File: src/rtl/unified_mem_arbiter.sv
// ---------------------------------------------------------------------------
// unified_mem_arbiter
//
// Shares one single-ported, fixed-latency unified memory between the IF-stage
// instruction fetch and the MEM-stage data access. One access is in flight at
// a time. The data side has priority. A starvation guard hands the memory to
// fetch after STARVE_MAX back-to-back data grants that found fetch waiting.
//
// Ports
//   clk, startin                     clock (rising edge), async active-low reset
//   if_req/if_addr                   fetch request, held until if_ack
//   if_rdata/if_ack                  fetched instruction, one-cycle completion pulse
//   dm_req/dm_we/dm_addr/dm_wdata    data request, held until dm_ack
//   dm_rdata/dm_ack                  load data, one-cycle completion pulse
//   mem_en/mem_we/mem_addr/mem_wdata memory issue strobe and command
//   mem_rdata                        memory read data, valid MEM_LAT cycles after mem_en
//   stall_if/stall_mem               pipeline stall lines for the two requesters
//   busy                             an access is outstanding
// ---------------------------------------------------------------------------
module unified_mem_arbiter #(
   parameter int ADDR_W     = 32,
   parameter int DATA_W     = 32,
   parameter int MEM_LAT    = 2,
   parameter int STARVE_MAX = 4
) (
   input  logic              clk,
   input  logic              startin,
   input  logic              if_req,
   input  logic [ADDR_W-1:0] if_addr,
   output logic [DATA_W-1:0] if_rdata,
   output logic              if_ack,
   input  logic              dm_req,
   input  logic              dm_we,
   input  logic [ADDR_W-1:0] dm_addr,
   input  logic [DATA_W-1:0] dm_wdata,
   output logic [DATA_W-1:0] dm_rdata,
   output logic              dm_ack,
   output logic              mem_en,
   output logic              mem_we,
   output logic [ADDR_W-1:0] mem_addr,
   output logic [DATA_W-1:0] mem_wdata,
   input  logic [DATA_W-1:0] mem_rdata,
   output logic              stall_if,
   output logic              stall_mem,
   output logic              busy
);

   localparam int CNT_W = $clog2(MEM_LAT + 1);
   localparam int SC_W  = $clog2(STARVE_MAX + 1);

   localparam logic [CNT_W-1:0] CNT_INIT   = CNT_W'(MEM_LAT - 1);
   localparam logic [SC_W-1:0]  STARVE_LIM = SC_W'(STARVE_MAX);

   typedef enum logic {S_IDLE, S_BUSY} state_e;
   typedef enum logic {OWN_IF, OWN_DM} owner_e;

   state_e            state_q, state_d;
   owner_e            owner_q, owner_d;
   logic [CNT_W-1:0]  cnt_q, cnt_d;
   logic [SC_W-1:0]   starve_q, starve_d;
   logic              wr_q, wr_d;        // access in flight is a write
   logic [DATA_W-1:0] if_hold_q, dm_hold_q;

   logic grant_if, grant_dm, done;

   // Next-state and grant logic.
   // NOTE: every signal assigned here gets a default first, so no path leaves
   // one unassigned and no latch is inferred.
   always_comb begin
      state_d  = state_q;
      owner_d  = owner_q;
      cnt_d    = cnt_q;
      starve_d = starve_q;
      wr_d     = wr_q;
      grant_if = 1'b0;
      grant_dm = 1'b0;
      done     = 1'b0;

      case (state_q)
         S_IDLE: begin
            // The grant is a combinational function of the requests, so it
            // is suppressed while reset is held to keep mem_en at zero.
            if (startin) begin
               if (if_req && starve_q == STARVE_LIM) grant_if = 1'b1;
               else if (dm_req)                      grant_dm = 1'b1;
               else if (if_req)                      grant_if = 1'b1;
            end

            if (grant_if || grant_dm) begin
               state_d = S_BUSY;
               cnt_d   = CNT_INIT;
               owner_d = grant_dm ? OWN_DM : OWN_IF;
               wr_d    = grant_dm & dm_we;
            end

            // Count data grants that left a fetch waiting; anything else
            // (fetch granted, or fetch not asking) clears the count.
            if (grant_dm && if_req)
               starve_d = (starve_q == STARVE_LIM) ? starve_q : starve_q + 1'b1;
            else
               starve_d = '0;
         end

         S_BUSY: begin
            if (cnt_q == '0) begin
               done    = 1'b1;
               state_d = S_IDLE;
            end else begin
               cnt_d = cnt_q - 1'b1;
            end
         end

         default: state_d = S_IDLE;
      endcase
   end

   // NOTE: state registers use non-blocking assignments so every flop samples
   // the pre-edge value of every other flop.
   always_ff @(posedge clk or negedge startin) begin
      if (!startin) begin
         state_q  <= S_IDLE;
         owner_q  <= OWN_IF;
         cnt_q    <= '0;
         starve_q <= '0;
         wr_q     <= 1'b0;
      end else begin
         state_q  <= state_d;
         owner_q  <= owner_d;
         cnt_q    <= cnt_d;
         starve_q <= starve_d;
         wr_q     <= wr_d;
      end
   end

   // Read-data hold registers.
   // NOTE: these data registers are reset on purpose: the requesters may read
   // rdata before their first access and must see a defined zero.
   always_ff @(posedge clk or negedge startin) begin
      if (!startin) begin
         if_hold_q <= '0;
         dm_hold_q <= '0;
      end else begin
         if (if_ack)           if_hold_q <= mem_rdata;
         if (dm_ack && !wr_q)  dm_hold_q <= mem_rdata;
      end
   end

   // Outputs.
   assign mem_en    = grant_if | grant_dm;
   assign mem_we    = grant_dm & dm_we;
   assign mem_addr  = grant_dm ? dm_addr : (grant_if ? if_addr : '0);
   assign mem_wdata = grant_dm ? dm_wdata : '0;

   assign if_ack    = done & (owner_q == OWN_IF);
   assign dm_ack    = done & (owner_q == OWN_DM);

   // In the ack cycle the memory data is passed straight through so the
   // requester can consume it without waiting for the hold register.
   assign if_rdata  = if_ack ? mem_rdata : if_hold_q;
   assign dm_rdata  = (dm_ack && !wr_q) ? mem_rdata : dm_hold_q;

   assign stall_if  = if_req & ~if_ack;
   assign stall_mem = dm_req & ~dm_ack;
   assign busy      = (state_q == S_BUSY);

endmodule

File: config.mk
export PLATFORM = sky130hd
export DESIGN_NAME = unified_mem_arbiter
export DESIGN_NICKNAME = d
export VERILOG_FILES = /design/src/rtl/unified_mem_arbiter.sv
export SDC_FILE = /design/constraint.sdc
export NUM_CORES = 1
export LEC_CHECK = 0
export CAP_MARGIN = 5
export CORE_MARGIN = 10
export CORE_UTILIZATION = 31
export CTS_BUF_LIST = sky130_fd_sc_hd__clkbuf_4 sky130_fd_sc_hd__clkbuf_8
export CTS_CLUSTER_SIZE = 20
export DETAILED_ROUTE_END_ITERATION = 8
export PLACE_DENSITY = 0.79
export SLEW_MARGIN = 20
export SYNTH_ARGS = -nofsm -noshare
export SYNTH_HDL_FRONTEND = slang
export SYNTH_SLANG_ARGS = --single-unit
export TNS_END_PERCENT = 10
File: constraint.sdc
create_clock -name clk -period 1.6 [get_ports clk]
set_input_delay 0.32 -clock clk [delete_from_list [all_inputs] [get_ports clk]]
set_output_delay 0.32 -clock clk [all_outputs]
set_load 0.005 [all_outputs]
* After elaboration in Yosys (flattened, before gate mapping)
Cells that the tools add are included.
Cells by class: add/subtract/negate cells 2, equal/unequal tests 4, multiplexer cells 27, bitwise operators 11, reduce and logical (&&, ||, !) cells 9
Operators by type and width (count):
- two-way mux 32 bit | 5
- two-way mux 1 bit | 16
- bitwise AND 1 bit | 6
- two-way mux 3 bit | 2
- != test 2 bit (second input constant) | 3
- AND reduction 2 bit | 3
- two-way mux 2 bit | 2
- NOT 1 bit | 4
- case mux 2 bit (2 select lines) | 1
- adder 3 x 1 -> 3 bit (second input constant) | 1
- == test 3 bit (second input constant) | 1
- logical AND 1 bit | 3
- logical NOT 2 bit | 1
- case mux 1 bit (2 select lines) | 1
- subtractor 2 x 1 -> 2 bit (second input constant) | 1
- logical NOT 1 bit | 1
- logical OR 1 bit | 1
- OR 1 bit | 1
Word-level totals: register bits 72, input port bits 133, output and inout port bits 135, logic and storage cells 60

* Longest topological paths before layout
depth in word-level cells 8, depth in mapped cells 6, depth with buffers taken out 5

* Least setup slack after synthesis
OpenSTA, ideal clock, no wires.
path kind reg-to-output, start point register cnt_q[0], end point output port dm_rdata[10], arrival 1.489 ns, data required time 1.280 ns, slack -0.209 ns, cell stages (with the launch flop) 7, buffers on the path 1, path through dfrtp_1 > inv_1 > ha_1 > and3_1 > nand2_1 > buf_2 > mux2_2
Between the ends: longest elaborated chain between the ends 6
RTL lines:
- start: declaration | RTL line 59 | logic [CNT_W-1:0] cnt_q, cnt_d;
- start signal: assignment | RTL line 129 | cnt_q <= cnt_d;
- logical NOT 2 bit | RTL line 105 | if (cnt_q == '0) begin
- two-way mux 1 bit | RTL line 105
- two-way mux 1 bit | RTL line 79 | case (state_q)
- bitwise AND 1 bit | RTL line 155 | assign dm_ack = done & (owner_q == OWN_DM);
- via dm_ack | RTL line 37 | output logic dm_ack,
- logical AND 1 bit | RTL line 160 | assign dm_rdata = (dm_ack && !wr_q) ? mem_rdata : dm_hold_q;
- two-way mux 32 bit
- end: declaration | RTL line 36 | output logic [DATA_W-1:0] dm_rdata,
The timed path passes the listed nets, and every way through them passes these cells.

* Final worst setup path
start point register starve_q[0], end point output port mem_addr[15]
Between the ends: longest elaborated chain between the ends 8, elaborated cells on any way between the ends 12
RTL lines:
- start: declaration | RTL line 60 | logic [SC_W-1:0] starve_q, starve_d;
- start signal: assignment | RTL line 130 | starve_q <= starve_d;
- == test 3 bit * | RTL line 84 | if (if_req && starve_q == STARVE_LIM) grant_if = 1'b1;
- logical AND 1 bit * | RTL line 84
- two-way mux 1 bit | RTL line 84
- two-way mux 1 bit | RTL line 83 | if (startin) begin
- two-way mux 1 bit (2 in a row) | RTL line 79
- two-way mux 32 bit | RTL line 151 | assign mem_addr = grant_dm ? dm_addr : (grant_if ? if_addr : '0);
- two-way mux 32 bit * | RTL line 151
- end: declaration | RTL line 40 | output logic [ADDR_W-1:0] mem_addr,
Every way passes the cells marked *; elsewhere a longest branch is shown, timed or not. The select of a mux whose other input is x is not followed.

==> flow_summary.json <==
{
  "via_per_inst": 4.715,
  "track_usage": 0.2026,
  "dp_slack_ns": -0.9338,
  "endpoint": "mem_addr[15]",
  "coreArea_um2": 10460,
  "cts_buffers": 9,
  "grt_max_degree": 74,
  "grt_use_met2": 0.3653,
  "status": "complete, but fails checks",
  "globalplace.congestion": 0.8459,
  "p_per_area_nw_per_um2": 1458,
  "r2r_setup_slack_ns": -0.05,
  "grt_busiest_layer": "met2",
  "relSlewSlack": 0.5663,
  "cts_max_level": 3,
  "syn_to_final_growth_pct": 105.2,
  "worstSkewPairLatency_ns": 0.34,
  "cp-start-kind": "flip-flop",
  "grt_pass1_vias": 3924,
  "fin_crit_ns": 2.320,
  "portBuffers": 267,
  "dieArea_um2": 15420,
  "irDropWorstVdd_mv": 0.9598,
  "synth.distinct_cells": 27,
  "ys_top_cells_by_area": "dfrtp_1 (54%), mux2_2 (22%), a22o_1 (8.3%), and2_1 (6.3%), buf_2 (1.9%)",
  "fin_crit_sh": 1.450,
  "dr.pass1.iters": 4,
  "multi_input_area_um2": 1570,
  "worstReg2RegEnd": "starve_q[1]",
  "regArea_um2": 1803,
  "num_rows": 37,
  "wl_um": 16200,
  "cts_sinks": 72,
  "setup_ws_ns": -0.7196,
  "path_max_fanout": 6,
  "ctsHoldBuffers": 0,
  "grt_first_pass_wirelength_um": 23580,
  "setup_viol_count_final": 137,
  "clockBufferDepth": 2,
  "die_y_um": 124.2,
  "post-dp-hpwl_um": 11800,
  "grtUsageMet3": 0.06199,
  "cp-startpoint": "starve_q[0]",
  "r2r_cells": 8,
  "rsz0062_at_grt": "true",
  "critPathKind": "flip-flop to output pin",
  "maxSlewViolCount": 0,
  "post-synth-top-area-fraction": 0.5353,
  "worstReg2RegStart": "starve_q[0]",
  "avgSynthCellArea_um2": 13.20,
  "met1_usage": 0.2261,
  "fin_area_um2": 6907,
  "grt_antenna_before_repair": 0,
  "io_pins": 268,
  "grt_overflow": 0,
  "synth_warnings": 0,
  "ys_seq_area_frac": 0.5353,
  "wl_per_cell_um": 22.29,
  "nFillCells": 828,
  "critPathArrivalTime_ns": 2.00,
  "drv_cap": 0,
  "place_area_um2": 6441,
  "ant_nets": 0,
  "cts_tree": "done",
  "min_path_type": "input port to asynchronous set/reset pin",
  "tightest_slew_ns": 0.6505,
  "antenna_cells": 0,
  "synth_nets": 391,
  "drive_above_1_share": 0.5262,
  "synth-seq-cells": 72,
  "crit_path_end_kind": "output pin",
  "root_buffer": "clkbuf_8",
  "utilization": 0.6601,
  "dr.first_iter.drc_count": 100,
  "max_freq_mhz": 431.1,
  "clkSlewWorstSetupHoldPaths_ns": 0.08,
  "violations": "negative setup slack",
  "syn_inst": 255,
  "nNetsFinal": 722,
  "start_util": 0.3217,
  "syn_area_um2": 3366,
  "leakage_nw": 3.260,
  "finalHoldViolCount": 0,
  "cp_data_required_time_ns": 1.28,
  "synth_area_leader_cell": "dfrtp_1",
  "clock_skew_ns": 0.01007,
  "fp.dieW_um": 124.2,
  "num_vias": 3428,
  "drcViolationCount": 0
}
-- worst max-delay path, cell delays in order, from the launching register on --
cell and delay [ns]:
dfrtp_1 0.39, inv_2 0.09, ha_4 0.17, nand2_4 0.06
a211oi_4 0.24, buf_6 0.14, buf_8 0.12, buf_12 0.11
buf_16 0.11, a22o_1 0.12, buf_2 0.11
-- per-layer routing --
layer	vias to the layer above	routed length, um
li1	1587	-
met1	1678	6097
met2	142	8571
met3	21	1269
met4	0	265
met5	-	0
-- cell families after synthesis --
kind of cell | after synthesis | share of synthesized area
buffers and inverters | 26 | 0.03717
muxes | 65 | 0.2175
DFF | 72 | 0.5353
and+or+nand+nor | 47 | 0.08587
AOI/OAI and AO/OA | 42 | 0.1130
adders and majority gates | 3 | 0.01115
-- power by group --
| part | switching, W | internal (W) | total [W] |
|---|---|---|---|
| Clock | 0.000722 | 0.000626 | 0.00135 |
| Sequential | 0.000240 | 0.00271 | 0.00295 |
| Combinational | 0.00229 | 0.00348 | 0.00577 |
-- registers in the layout, indices dropped and copies added, names as in the netlist --
| register | count |
|---|---|
| if_hold_q | 32 |
| dm_hold_q | 32 |
| cnt_q | 2 |
| busy | 1 |
| starve_q | 3 |
| wr_q | 1 |
| owner_q | 1 |
-- layout by cell type (no fill, tap or decap), types with 2 or more instances in the layout --
cell type,synthesis,layout
ha_4,0,2
clkdlybuf4s15_2,0,6
clkdlybuf4s50_1,0,131
mux2_2,65,62
inv_2,0,4
a22o_1,32,32
inv_1,9,5
nor4b_1,2,2
clkbuf_8,0,10
and2_4,0,5
buf_2,13,91
buf_16,0,8
clkbuf_2,0,6
clkinv_4,0,2
buf_4,1,39
buf_6,1,38
mux2_4,0,3
clkinvlp_4,0,2
buf_8,0,4
dfrtp_1,72,71
nor2_2,0,2
and2_1,34,29
buf_12,0,12
-- timing repair --
item / 4_1_cts / 5_1_grt
setup endpoints to repair: 135 / 170
pin swaps: 22 / 14
gates cloned: 11 / 1
gates resized for setup: 569 / 39
buffers inserted: 30 / 5
-- per-stage QoR --
| step | power (W) | hold WS [ns] | cells | setup TNS, ns |
|---|---|---|---|---|
| 2_1_floorplan | 0.004983 | 0.02441 | 255 | -5.506 |
| 3_3_place_gp | 0.008356 | 0.4776 | 670 | -89.87 |
| 3_5_place_dp | 0.008561 | 0.4805 | 670 | -93.14 |
| 4_1_cts | 0.01006 | 0.2553 | 725 | -83.47 |
| 5_1_grt | 0.01076 | 0.1675 | 727 | -91.24 |
| 6_report | 0.01007 | 0.1200 | 727 | -78.63 |
-- worst min path at each step --
stage	slack (ns)	endpoint	startpoint	cells past startpoint
after detailed placement	0.48	dm_hold_q[18]	dm_hold_q[18]	1
after global placement	0.48	dm_hold_q[29]	dm_hold_q[29]	1
after CTS	0.26	if_hold_q[1]	startin	2
final	0.12	dm_hold_q[13]	startin	2
after floorplan	0.02	busy	startin	0
after global routing	0.17	dm_hold_q[19]	startin	2
-- Yosys cell counts --
cell type	count
dfrtp_1	72
mux2_2	65
and2_1	34
a22o_1	32
buf_2	13
inv_1	9
ha_1	3
nand2_1	3
nor2_1	3
clkbuf_1	2
nand3_1	2
nor4b_1	2
a211o_1	1
a211oi_2	1
a311oi_4	1
a31o_2	1
a31oi_1	1
a32o_1	1
and3_1	1
buf_4	1
buf_6	1
nand2b_1	1
nand2b_4	1
o21ai_0	1
o21bai_1	1
o22ai_1	1
o2bb2ai_1	1
-- area by class of cell --
cell class,count,share of cell area
Inverter,9,0.004891
Timing Repair Buffer,337,0.4545
Tap cell,136,0.02464
Clock inverter,6,0.007609
Multi-Input combinational cell,157,0.2274
Clock buffer,10,0.01993
Sequential cell,72,0.2611
No activity file was read; power rests on OpenSTA's default activity.
